**config.mk**
```make
export PLATFORM = sky130hd
export DESIGN_NAME = debounce_arbiter
export DESIGN_NICKNAME = d
export VERILOG_FILES = /design/src/rtl/debounce_arbiter.sv
export SDC_FILE = /design/constraint.sdc
export NUM_CORES = 1
export LEC_CHECK = 0
export ABC_AREA = 1
export CORE_ASPECT_RATIO = 1.5
export CORE_MARGIN = 5
export CORE_UTILIZATION = 43
export CTS_CLUSTER_SIZE = 40
export DETAILED_ROUTE_END_ITERATION = 10
export RECOVER_POWER = 25
export SLEW_MARGIN = 20
export SYNTH_ARGS = -nofsm -noshare
export SYNTH_HDL_FRONTEND = slang
export SYNTH_SLANG_ARGS = --single-unit
```
**constraint.sdc**
```tcl
create_clock -name clk -period 4.57 [get_ports clk]
set_input_delay 0.914 -clock clk [delete_from_list [all_inputs] [get_ports clk]]
set_output_delay 0.914 -clock clk [all_outputs]
set_load 0.01 [all_outputs]
```
**src/rtl/debounce_arbiter.sv**
```systemverilog
// Debounces N_CH button inputs with one round-robin shared bounce timer and queues
// press/release events in a FWFT FIFO. Define DEBOUNCE_ARB_RELEASE_EN to also queue releases.
module debounce_arbiter #(
    parameter int N_CH        = 4,
    parameter int ID_W        = 2,
    parameter int TIMER_W     = 21,
    parameter int BOUNCE_TIME = 1_250_000,
    parameter int FIFO_DEPTH  = 4
) (
    input  logic            clk,
    input  logic            reset_n,
    input  logic [N_CH-1:0] in,
    output logic [N_CH-1:0] level,
    output logic            busy,
    output logic            ev_valid,
    output logic [ID_W-1:0] ev_id,
    output logic            ev_press,
    input  logic            ev_ready,
    output logic            overflow
);
    // state  | meaning
    // IDLE   | no channel owns the timer; pick the next pending one round-robin
    // COUNT  | granted channel must stay opposite its level for BOUNCE_TIME cycles
    // COMMIT | flip the granted level, push the event, advance the pointer
    typedef enum logic [1:0] {
        IDLE   = 2'd0,
        COUNT  = 2'd1,
        COMMIT = 2'd2
    } state_t;

    localparam int AW = $clog2(FIFO_DEPTH);

    logic [N_CH-1:0]    sync1_q, s_q;
    logic [N_CH-1:0]    level_q;
    state_t             state_q;
    logic [TIMER_W-1:0] timer_q;
    logic [ID_W-1:0]    grant_q, grant_d;
    logic [ID_W-1:0]    rr_q, rr_d;
    logic               busy_q;
    logic               overflow_q;

    logic [N_CH-1:0]    pending;
    logic               any_pending;
    logic [ID_W-1:0]    hi_idx, lo_idx;
    logic               found_hi;
    logic               new_lvl;

    logic [ID_W-1:0]    mem_id_q [FIFO_DEPTH];
`ifdef DEBOUNCE_ARB_RELEASE_EN
    logic               mem_press_q [FIFO_DEPTH];
`endif
    logic [AW:0]        wr_ptr_q, rd_ptr_q;
    logic               empty, full, push, pop;

    always_ff @(posedge clk or negedge reset_n) begin
        if (!reset_n) begin
            sync1_q <= '0;
            s_q     <= '0;
        end else begin
            sync1_q <= in;
            s_q     <= sync1_q;
        end
    end

    assign pending = s_q ^ level_q;

    // Lowest pending index at or above rr wins; otherwise wrap to the lowest pending index.
    always_comb begin
        hi_idx      = '0;
        lo_idx      = '0;
        found_hi    = 1'b0;
        any_pending = 1'b0;
        for (int i = N_CH - 1; i >= 0; i--) begin
            if (pending[i]) begin
                lo_idx      = ID_W'(i);
                any_pending = 1'b1;
                if (ID_W'(i) >= rr_q) begin
                    hi_idx   = ID_W'(i);
                    found_hi = 1'b1;
                end
            end
        end
        grant_d = found_hi ? hi_idx : lo_idx;
    end

    assign rr_d    = (grant_q == ID_W'(N_CH - 1)) ? '0 : grant_q + ID_W'(1);
    assign new_lvl = ~level_q[grant_q];

    always_ff @(posedge clk or negedge reset_n) begin
        if (!reset_n) begin
            state_q <= IDLE;
            timer_q <= '0;
            grant_q <= '0;
            rr_q    <= '0;
            level_q <= '0;
            busy_q  <= 1'b0;
        end else begin
            case (state_q)
                IDLE: begin
                    if (any_pending) begin
                        grant_q <= grant_d;
                        timer_q <= '0;
                        busy_q  <= 1'b1;
                        state_q <= COUNT;
                    end
                end
                COUNT: begin
                    if (s_q[grant_q] == level_q[grant_q]) begin
                        rr_q    <= rr_d;
                        busy_q  <= 1'b0;
                        state_q <= IDLE;
                    end else if (timer_q == TIMER_W'(BOUNCE_TIME - 1)) begin
                        state_q <= COMMIT;
                    end else begin
                        timer_q <= timer_q + TIMER_W'(1);
                    end
                end
                COMMIT: begin
                    level_q[grant_q] <= new_lvl;
                    rr_q             <= rr_d;
                    busy_q           <= 1'b0;
                    state_q          <= IDLE;
                end
                default: begin
                    busy_q  <= 1'b0;
                    state_q <= IDLE;
                end
            endcase
        end
    end

`ifdef DEBOUNCE_ARB_RELEASE_EN
    assign push = (state_q == COMMIT);
`else
    assign push = (state_q == COMMIT) && new_lvl;
`endif

    assign empty = (wr_ptr_q == rd_ptr_q);
    assign full  = (wr_ptr_q[AW] != rd_ptr_q[AW]) && (wr_ptr_q[AW-1:0] == rd_ptr_q[AW-1:0]);
    assign pop   = !empty && ev_ready;

    // A pop in the same cycle frees the slot, so a push into a full FIFO is only dropped without one.
    always_ff @(posedge clk or negedge reset_n) begin
        if (!reset_n) begin
            wr_ptr_q   <= '0;
            rd_ptr_q   <= '0;
            overflow_q <= 1'b0;
            for (int i = 0; i < FIFO_DEPTH; i++) begin
                mem_id_q[i] <= '0;
`ifdef DEBOUNCE_ARB_RELEASE_EN
                mem_press_q[i] <= 1'b0;
`endif
            end
        end else begin
            overflow_q <= push && full && !pop;
            if (push && (!full || pop)) begin
                mem_id_q[wr_ptr_q[AW-1:0]] <= grant_q;
`ifdef DEBOUNCE_ARB_RELEASE_EN
                mem_press_q[wr_ptr_q[AW-1:0]] <= new_lvl;
`endif
                wr_ptr_q <= wr_ptr_q + (AW + 1)'(1);
            end
            if (pop) begin
                rd_ptr_q <= rd_ptr_q + (AW + 1)'(1);
            end
        end
    end

    assign level    = level_q;
    assign busy     = busy_q;
    assign overflow = overflow_q;
    assign ev_valid = !empty;
    assign ev_id    = mem_id_q[rd_ptr_q[AW-1:0]];
`ifdef DEBOUNCE_ARB_RELEASE_EN
    assign ev_press = mem_press_q[rd_ptr_q[AW-1:0]];
`else
    assign ev_press = 1'b1;
`endif

endmodule
```
# == Yosys cells after proc, flatten, opt, wreduce, memory -nomap -nowiden ==
# Cells that the tools add are included.
# word_totals
reg_bits,55
in_bits,7
out_inout_bits,10
elab_cells,117
# op_classes
addsub,4
magnitude_cmp,9
n_eq_ne,13
muxes,52
bitwise,4
n_reduce_logical,20
# ops
op,count
$mux 21,3
$mux 2,21
$pmux 21 s2,1
$add 21x1->21 const B,1
$eq 21x21->1 const B,1
$mux 1,17
$bwmux 8,1
$logic_and 1x1->1,8
$ne 2x2->1 const B,4
$pmux 2 s2,2
$reduce_and 2->1,4
$add 3x1->3 const B,2
$ge 3x3->1 const B,2
$not 2->3,2
$bmux 1 s2,2
$bmux 2 s2,1
$bwmux 4,1
$demux 2 s2,1
$eq 2x2->1 const B,2
$ge 1x2->1 const A,2
$ge 2x2->1 const A,2
$reduce_and 4->1,1
$reduce_bool 2->1,2
$xor 4x4->4,1
16 further kinds,18

# == Logic depth before layout (Yosys ltp) ==
# Gate-level depths: netlist (run 1).
# depth
depth_word,10
depth_mapped,13
ltp_nobuf,11

# == Worst setup path before layout (run 1) ==
# Ideal clock, no wire load.
# synth_path
kind,flip-flop to output port
from,register rd_ptr_q[0]
to,output port ev_valid
arrival_time_ns,1.057
t_required_ns,3.656
slack_ns,2.599
stages_incl_launch_ff,5
cell_sequence,dfrtp_1 > inv_1 > nand2_1 > a21oi_1 > nand2_1
# synth_between
elab_chain_cells,2
# synth_lines
item,line,source
from (decl),52,"logic [AW:0] wr_ptr_q, rd_ptr_q;"
from (signal assigned),164,rd_ptr_q <= rd_ptr_q + (AW + 1)'(1);
$eq 3x3->1,138,assign empty = (wr_ptr_q == rd_ptr_q);
$logic_not 1->1,172,assign ev_valid = !empty;
to (decl),15,"output logic ev_valid,"
# No other way between the ends.

# == Final worst setup path (run 1) ==
# Ends and elaborated chain as after synthesis.

==> flow_summary.yaml, run 1 <==
worst_setup_path:
  r2r_cells: 9
  crit_family: "buffers and inverters"
  max_stage_delay_ns: 0.50
  cp_data_arrival_time_ns: 1.93
  path_buf_inv: 2
  cp-start-kind: "flop"
  worstReg2RegEnd: "timer_q[15]$_DFFE_PN0P_"
  r2r_setup_slack_ns: 2.22
  worst_ep_required_time_ns: 3.66
  end_kind: "output port"
  r2r_start: "timer_q[0]$_DFFE_PN0P_"
  path_cells: "inv_1 -> nand2_1 -> a21oi_1 -> nand2_1 -> clkdlybuf4s50_1"
  cp_common_cell: "nand2_1"
  critPathSlowestCell: "clkdlybuf4s50_1"
  worst-path-max-fanout: 7
  worstSetupPathType: "reg -> out"
clocking:
  cts_tree: "yes"
  post_cts_resized: 0
  post-cts-setup-buffers: 0
  cts_max_level: 2
  clkTransAtPathRegs_ns: 0.10
  cts_buffer_depth: 2
  clkSinkCount: 55
  cts_hold_buf: 0
  cts_buffers: 5
  clockRootBuffer: "clkbuf_8"
  clock_latency_ns: 0.31
die:
  io_pins: 17
  die_area_um2: 9110
  rows: 38
  die_w_um: 79.6
  core_um2: 7180
  initial_utilization_pct: 43.5
  chipHeight_um: 114
pwr:
  seq_power_share_pct: 42.0
  vdd_drop_max_mv: 0.184
  combPwrFrac_pct: 35.9
  p_int_mw: 0.865
  power_mw: 1.45
  switching_share_pct: 40.5
  clkPwrFrac_pct: 22.2
  power.static_leakage_nw: 1.59
  power.switching_mw: 0.589
  p_per_area_nw_per_um2: 421
place:
  port_buffers: 15
  dpl.hpwl_mm: 4.79
  gp_congestion: 0.830
flow_run:
  drv_cap: 0
sta:
  max_freq_mhz: 351
  hold_violations: 0
  finalCritPeriodShare_pct: 62.3
  setup-violations-final: 0
  rsz0062_at_grt: "false"
  setup-tns-final_ns: 0
  min_period_ns: 2.85
  finalMaxSlewViolations: 0
  relSlewSlack_pct: 49.0
  skew_ns: 0.00764
  worst_pin_slew_ns: 0.764
synthesis:
  yosysUniqueCellTypes: 24
  synth_area_um2: 3130
  synth_warnings: 0
  syn_nets: 442
  avgSynthCellArea_um2: 7.35
  ys_seq_area_share_pct: 44.0
  syn_inst: 425
  synth_seq_cells: 55
global_route:
  grt_use_total_pct: 16.4
  grt-ovfl-total: 0
  antenna_found_initial: 0
  grt_start_max_net_pins: 56
  grt_first_pass_wirelength_mm: 11.7
  grt_pass1_vias: 2659
routing:
  drc: 0
  wl_mm: 6.61
  vias_per_cell: 4.81
  drt-initial-drc-count: 79
  drtPass1Iterations: 4
  wire_per_inst_um: 12.2
  via_count: 2597
  postRouteAntennaNets: 0
finish:
  area_growth_pct: 10.5
  final_layout_size_suffix_gt1_share_pct: 4.77
  fin_nets: 457
  diodes: 0
worst_hold_path:
  hold_path.startpoint: "sync1_q[2]$_DFF_PN0_"
  hold_depth: 0
  min_path_type: "reg -> reg"
  worstHoldEndpoint: "s_q[2]$_DFF_PN0_"
run_status:
  run_status: "finished, final reports clean"
cell usage after synthesis:
cell type / instances / area (um2)
a21oi_4: 1 / 16.3
nand3_1: 21 / 105
o21ai_1: 8 / 40.0
nand2_1: 168 / 631
buf_4: 5 / 37.5
buf_6: 1 / 11.3
o21bai_1: 1 / 7.51
mux2_2: 2 / 22.5
nand3b_1: 2 / 15.0
nor3_1: 4 / 20.0
nand2_2: 7 / 43.8
inv_2: 2 / 7.51
xor2_1: 13 / 114
nor2_1: 70 / 263
clkbuf_1: 2 / 7.51
ha_1: 10 / 125
xnor2_1: 10 / 87.6
conb_1: 1 / 3.75
o21ai_0: 9 / 45.0
o22ai_1: 3 / 18.8
inv_1: 21 / 78.8
a21oi_1: 6 / 30.0
dfrtp_1: 55 / 1380
nand4_1: 3 / 18.8
power by group through the flow:
stage / combinational (mW) / sequential (mW) / clock (mW)
after floorplan: 0.417 / 0.605 / 0
after global placement: 0.527 / 0.619 / 0
after detailed placement: 0.531 / 0.620 / 0
after CTS: 0.535 / 0.610 / 0.337
after global routing: 0.597 / 0.621 / 0.356
final: 0.521 / 0.610 / 0.322
worst max path at each step:
stage | from | endpoint | slack, ns | cells after the start
CTS | rd_ptr_q[0]$_DFFE_PN0P_ | ev_valid | 1.69 | 5
floorplan | rd_ptr_q[0]$_DFFE_PN0P_ | ev_valid | 2.60 | 4
detailed placement | rd_ptr_q[0]$_DFFE_PN0P_ | ev_valid | 2.06 | 5
finish | rd_ptr_q[0]$_DFFE_PN0P_ | ev_valid | 1.72 | 5
global placement | rd_ptr_q[0]$_DFFE_PN0P_ | ev_valid | 2.08 | 5
global route | rd_ptr_q[0]$_DFFE_PN0P_ | ev_valid | 1.55 | 5
worst register-to-register path: stages, from the launching register on:
cell and delay (ns):
dfrtp_1 0.47, ha_1 0.31, nand3_1 0.24, nor2_1 0.15, nand3_1 0.19, nand2_1 0.11, nand2_1 0.05, nand2_1 0.56
nand2_1 0.12, nand2_1 0.10
state kept, by name, summed over array words and instances, names as in the netlist, 3 cells and up:
name      count
timer_q      21
mem_id_q      8
level         4
s_q           4
sync1_q       4
rd_ptr_q      3
wr_ptr_q      3
per-stage QoR:
stage	worst slack (ns)	instance area, um2	instances	utilization, %	hold slack [ns]
floorplan	2.60	3130	425	-	0.331
detailed placement	2.06	3350	533	46.6	0.335
global route	1.55	3450	540	48.1	0.365
CTS	1.69	3450	540	48.1	0.357
global placement	2.08	3350	533	46.6	0.333
finish	1.72	3450	540	48.1	0.353
layout make-up:
| cell class | count | area (um2) |
|---|---|---|
| multi-input combinational | 339 | 1610 |
| clock inverter | 2 | 37.5 |
| fill | 708 | 3730 |
| tap | 100 | 125 |
| inverter | 23 | 86.3 |
| sequential | 55 | 1380 |
| timing repair buffer | 16 | 153 |
| clock buffer | 5 | 68.8 |
per-layer routing:
metal  wire length (um)  track usage, %  part of all wire [%]
met1               2700            17.4                    41
met2               3530            30.2                    53
met3                201            3.39                   3.0
met4                175            7.57                   2.6
met5                  0               0                     0
placed cells by master, fill, tap and decap left out, types with 6 or more instances in the layout:
cell type        Yosys  final
nand3_1             21     21
o21ai_0              9      9
dfrtp_1             55     55
nor2_1              70     70
ha_1                10     10
nand2_1            168    168
inv_1               21     21
clkdlybuf4s50_1      0     10
xor2_1              13     13
a21oi_1              6      6
xnor2_1             10     10
o21ai_1              8      8
nand2_2              7      7
cell families after synthesis:
| family | Yosys count | synth area share [%] |
|---|---|---|
| other | 1 | 0.120 |
| AND/OR/NAND/NOR | 275 | 35.1 |
| XOR/XNOR | 23 | 6.45 |
| multiplexers | 2 | 0.721 |
| flip-flops | 55 | 44.0 |
| buffers and inverters | 31 | 4.56 |
| adder cells (fa/ha/maj) | 10 | 4.00 |
| AO/OA/AOI/OAI | 28 | 5.04 |
(Power assumes the default switching activity.)
==> run 2, diff against run 1 <==
==> constraint.sdc (replaced) <==
create_clock -name clk -period 2.57 [get_ports clk]
set_input_delay 0.514 -clock clk [delete_from_list [all_inputs] [get_ports clk]]
set_output_delay 0.514 -clock clk [all_outputs]
set_load 0.01 [all_outputs]
==> flow_summary.yaml, run 2 (same netlist as run 1, synthesis figures left out) <==
place:
  gp_congestion: 0.853
  dpl.hpwl_mm: 4.96
  placed_area_um2: 3380
  port_buffers: 15
  place_ws_ns: 0.451
clocking:
  cts_buffers: 5
  cts_buffer_depth: 2
  cts_hold_buf: 0
  clockRootBuffer: "clkbuf_8"
  cts_tree: "yes"
  clkTransAtPathRegs_ns: 0.10
  cts_max_level: 2
  clock_latency_ns: 0.31
  clkSinkCount: 55
worst_setup_path:
  path_cells: "inv_1 -> nand2_1 -> a21oi_2 -> nand2_1 -> clkdlybuf4s50_1"
  worst-path-max-fanout: 7
  cp_data_arrival_time_ns: 1.89
  worst_ep_required_time_ns: 2.06
  r2r_setup_slack_ns: 0.58
  path_buf_inv: 2
  worstSetupPathType: "reg -> out"
  critPathLaunch: "rd_ptr_q[0]$_DFFE_PN0P_"
  max_stage_delay_ns: 0.49
  end_kind: "output port"
  r2r_start: "timer_q[0]$_DFFE_PN0P_"
  crit_family: "buffers and inverters"
  cp_common_cell: "nand2_1"
  cp-start-kind: "flop"
  critPathSlowestCell: "clkdlybuf4s50_1"
sta:
  skew_ns: 0.00862
  max_freq_mhz: 416
  setup-tns-final_ns: 0
  worst_pin_slew_ns: 1.11
  finalCritPeriodShare_pct: 93.6
  finalMaxSlewViolations: 0
  setup-violations-final: 0
  relSlewSlack_pct: 26.1
  rsz0062_at_grt: "false"
  hold_violations: 0
  final.setup.worst_slack_ns: 0.166
  min_period_ns: 2.40
finish:
  fin_util_pct: 48.4
  layout_commonest_cell: "nand2_1"
  final_layout_size_suffix_gt1_share_pct: 5.42
  diodes: 0
  num-fill-cells: 714
  regMostFlops: "timer_q"
  fin_nets: 460
  area_growth_pct: 11.2
  largest_register_ffs: 21
  top_regs: "timer_q (21), mem_id_q (8)"
  design_area_um2: 3480
  mostFrequentLayoutCells: "nand2_1 (168), nor2_1 (70), dfrtp_1 (55)"
die:
  die_w_um: 79.6
  core_um2: 7180
  die_area_um2: 9110
  rows: 38
  initial_utilization_pct: 43.5
  io_pins: 17
  chipHeight_um: 114
flow_run:
  drv_cap: 0
pwr:
  vdd_drop_max_mv: 0.328
  p_per_area_nw_per_um2: 761
  power_mw: 2.65
  power.static_leakage_nw: 1.60
global_route:
  grtUsageMet1_pct: 18.1
  antenna_found_initial: 0
  use_met2_pct: 29.8
  grt_use_met3_pct: 2.13
  grt_busiest_layer: "met2"
  grt_pass1_vias: 2495
  grt_start_max_net_pins: 36
  grt_first_pass_wirelength_mm: 11.4
  grt_use_total_pct: 15.7
  grt-ovfl-total: 0
run_status:
  run_status: "finished, final reports clean"
routing:
  drtPass1Iterations: 4
  vias_per_cell: 4.79
  drc: 0
  wl_mm: 6.71
  wire_per_inst_um: 12.4
  postRouteAntennaNets: 0
  drt-initial-drc-count: 136
  via_count: 2601
worst_hold_path:
  min_path_type: "reg -> reg"
  hold_path.startpoint: "sync1_q[0]$_DFF_PN0_"
run 2: cell types whose count changed in the layout (fill, tap and decap cells not counted):
cell / change
a21oi_2: +1
buf_4: +2
a21oi_1: -1
buf_2: -1
clkbuf_2: +1
clkbuf_1: +1
run 2: worst reg2reg max path: stages (launching register included):
cell and delay (ns):
dfrtp_1 0.46, ha_1 0.30, nand3_1 0.23, nor2_1 0.15
nand3_1 0.19, nand2_1 0.10, nand2_1 0.05, nand2_1 0.06
buf_4 0.24, nand2_1 0.09, nand2_1 0.07
run 2: area by class of cell:
class	count	area, um2	share of cell area [%]
inverters	23	86.3	2.48
flip-flops and latches	55	1380	39.6
clock inverters	2	37.5	1.08
multi-input cells	339	1610	46.3
clock buffers	5	68.8	1.98
repair buffers	19	171	4.93
well taps	100	125	3.60
run 2: final timing paths:
| check | cells past startpoint | endpoint |
|---|---|---|
| worst max-delay path | 5 | ev_valid |
| worst min-delay path | 0 | s_q[0]$_DFF_PN0_ |
| worst max register to register | 10 | timer_q[10]$_DFFE_PN0P_ |
| worst min register to register | 0 | s_q[0]$_DFF_PN0_ |
| max in group asynchronous | 2 | timer_q[3]$_DFFE_PN0P_ |
| min in group asynchronous | 1 | level[2]$_DFFE_PN0P_ |
run 2: repair_timing:
action | 4_1_cts | 5_1_grt
endpoints found under the setup margin | 0 | 1
gates resized for setup | 0 | 1
setup buffers | 0 | 0
run 2: routing by layer:
| layer | wire (um) | part of all wire, % |
|---|---|---|
| met3 | 124 | 1.8 |
| met5 | 0 | 0 |
| met4 | 83 | 1.2 |
| met1 | 2790 | 42 |
| met2 | 3710 | 55 |
run 2: metrics by stage:
stage / std cells / hold slack [ns]
after floorplan: 425 / 0.218
final: 543 / 0.354
after global placement: 536 / 0.332
after global routing: 543 / 0.367
after detailed placement: 536 / 0.337
after CTS: 543 / 0.167
run 2: power breakdown:
group	total, mW	switching (mW)	internal, mW	leakage [nW]
sequential	1.09	0.128	0.963	0.724
combinational	0.981	0.647	0.334	0.828
clock	0.573	0.288	0.285	0.0502
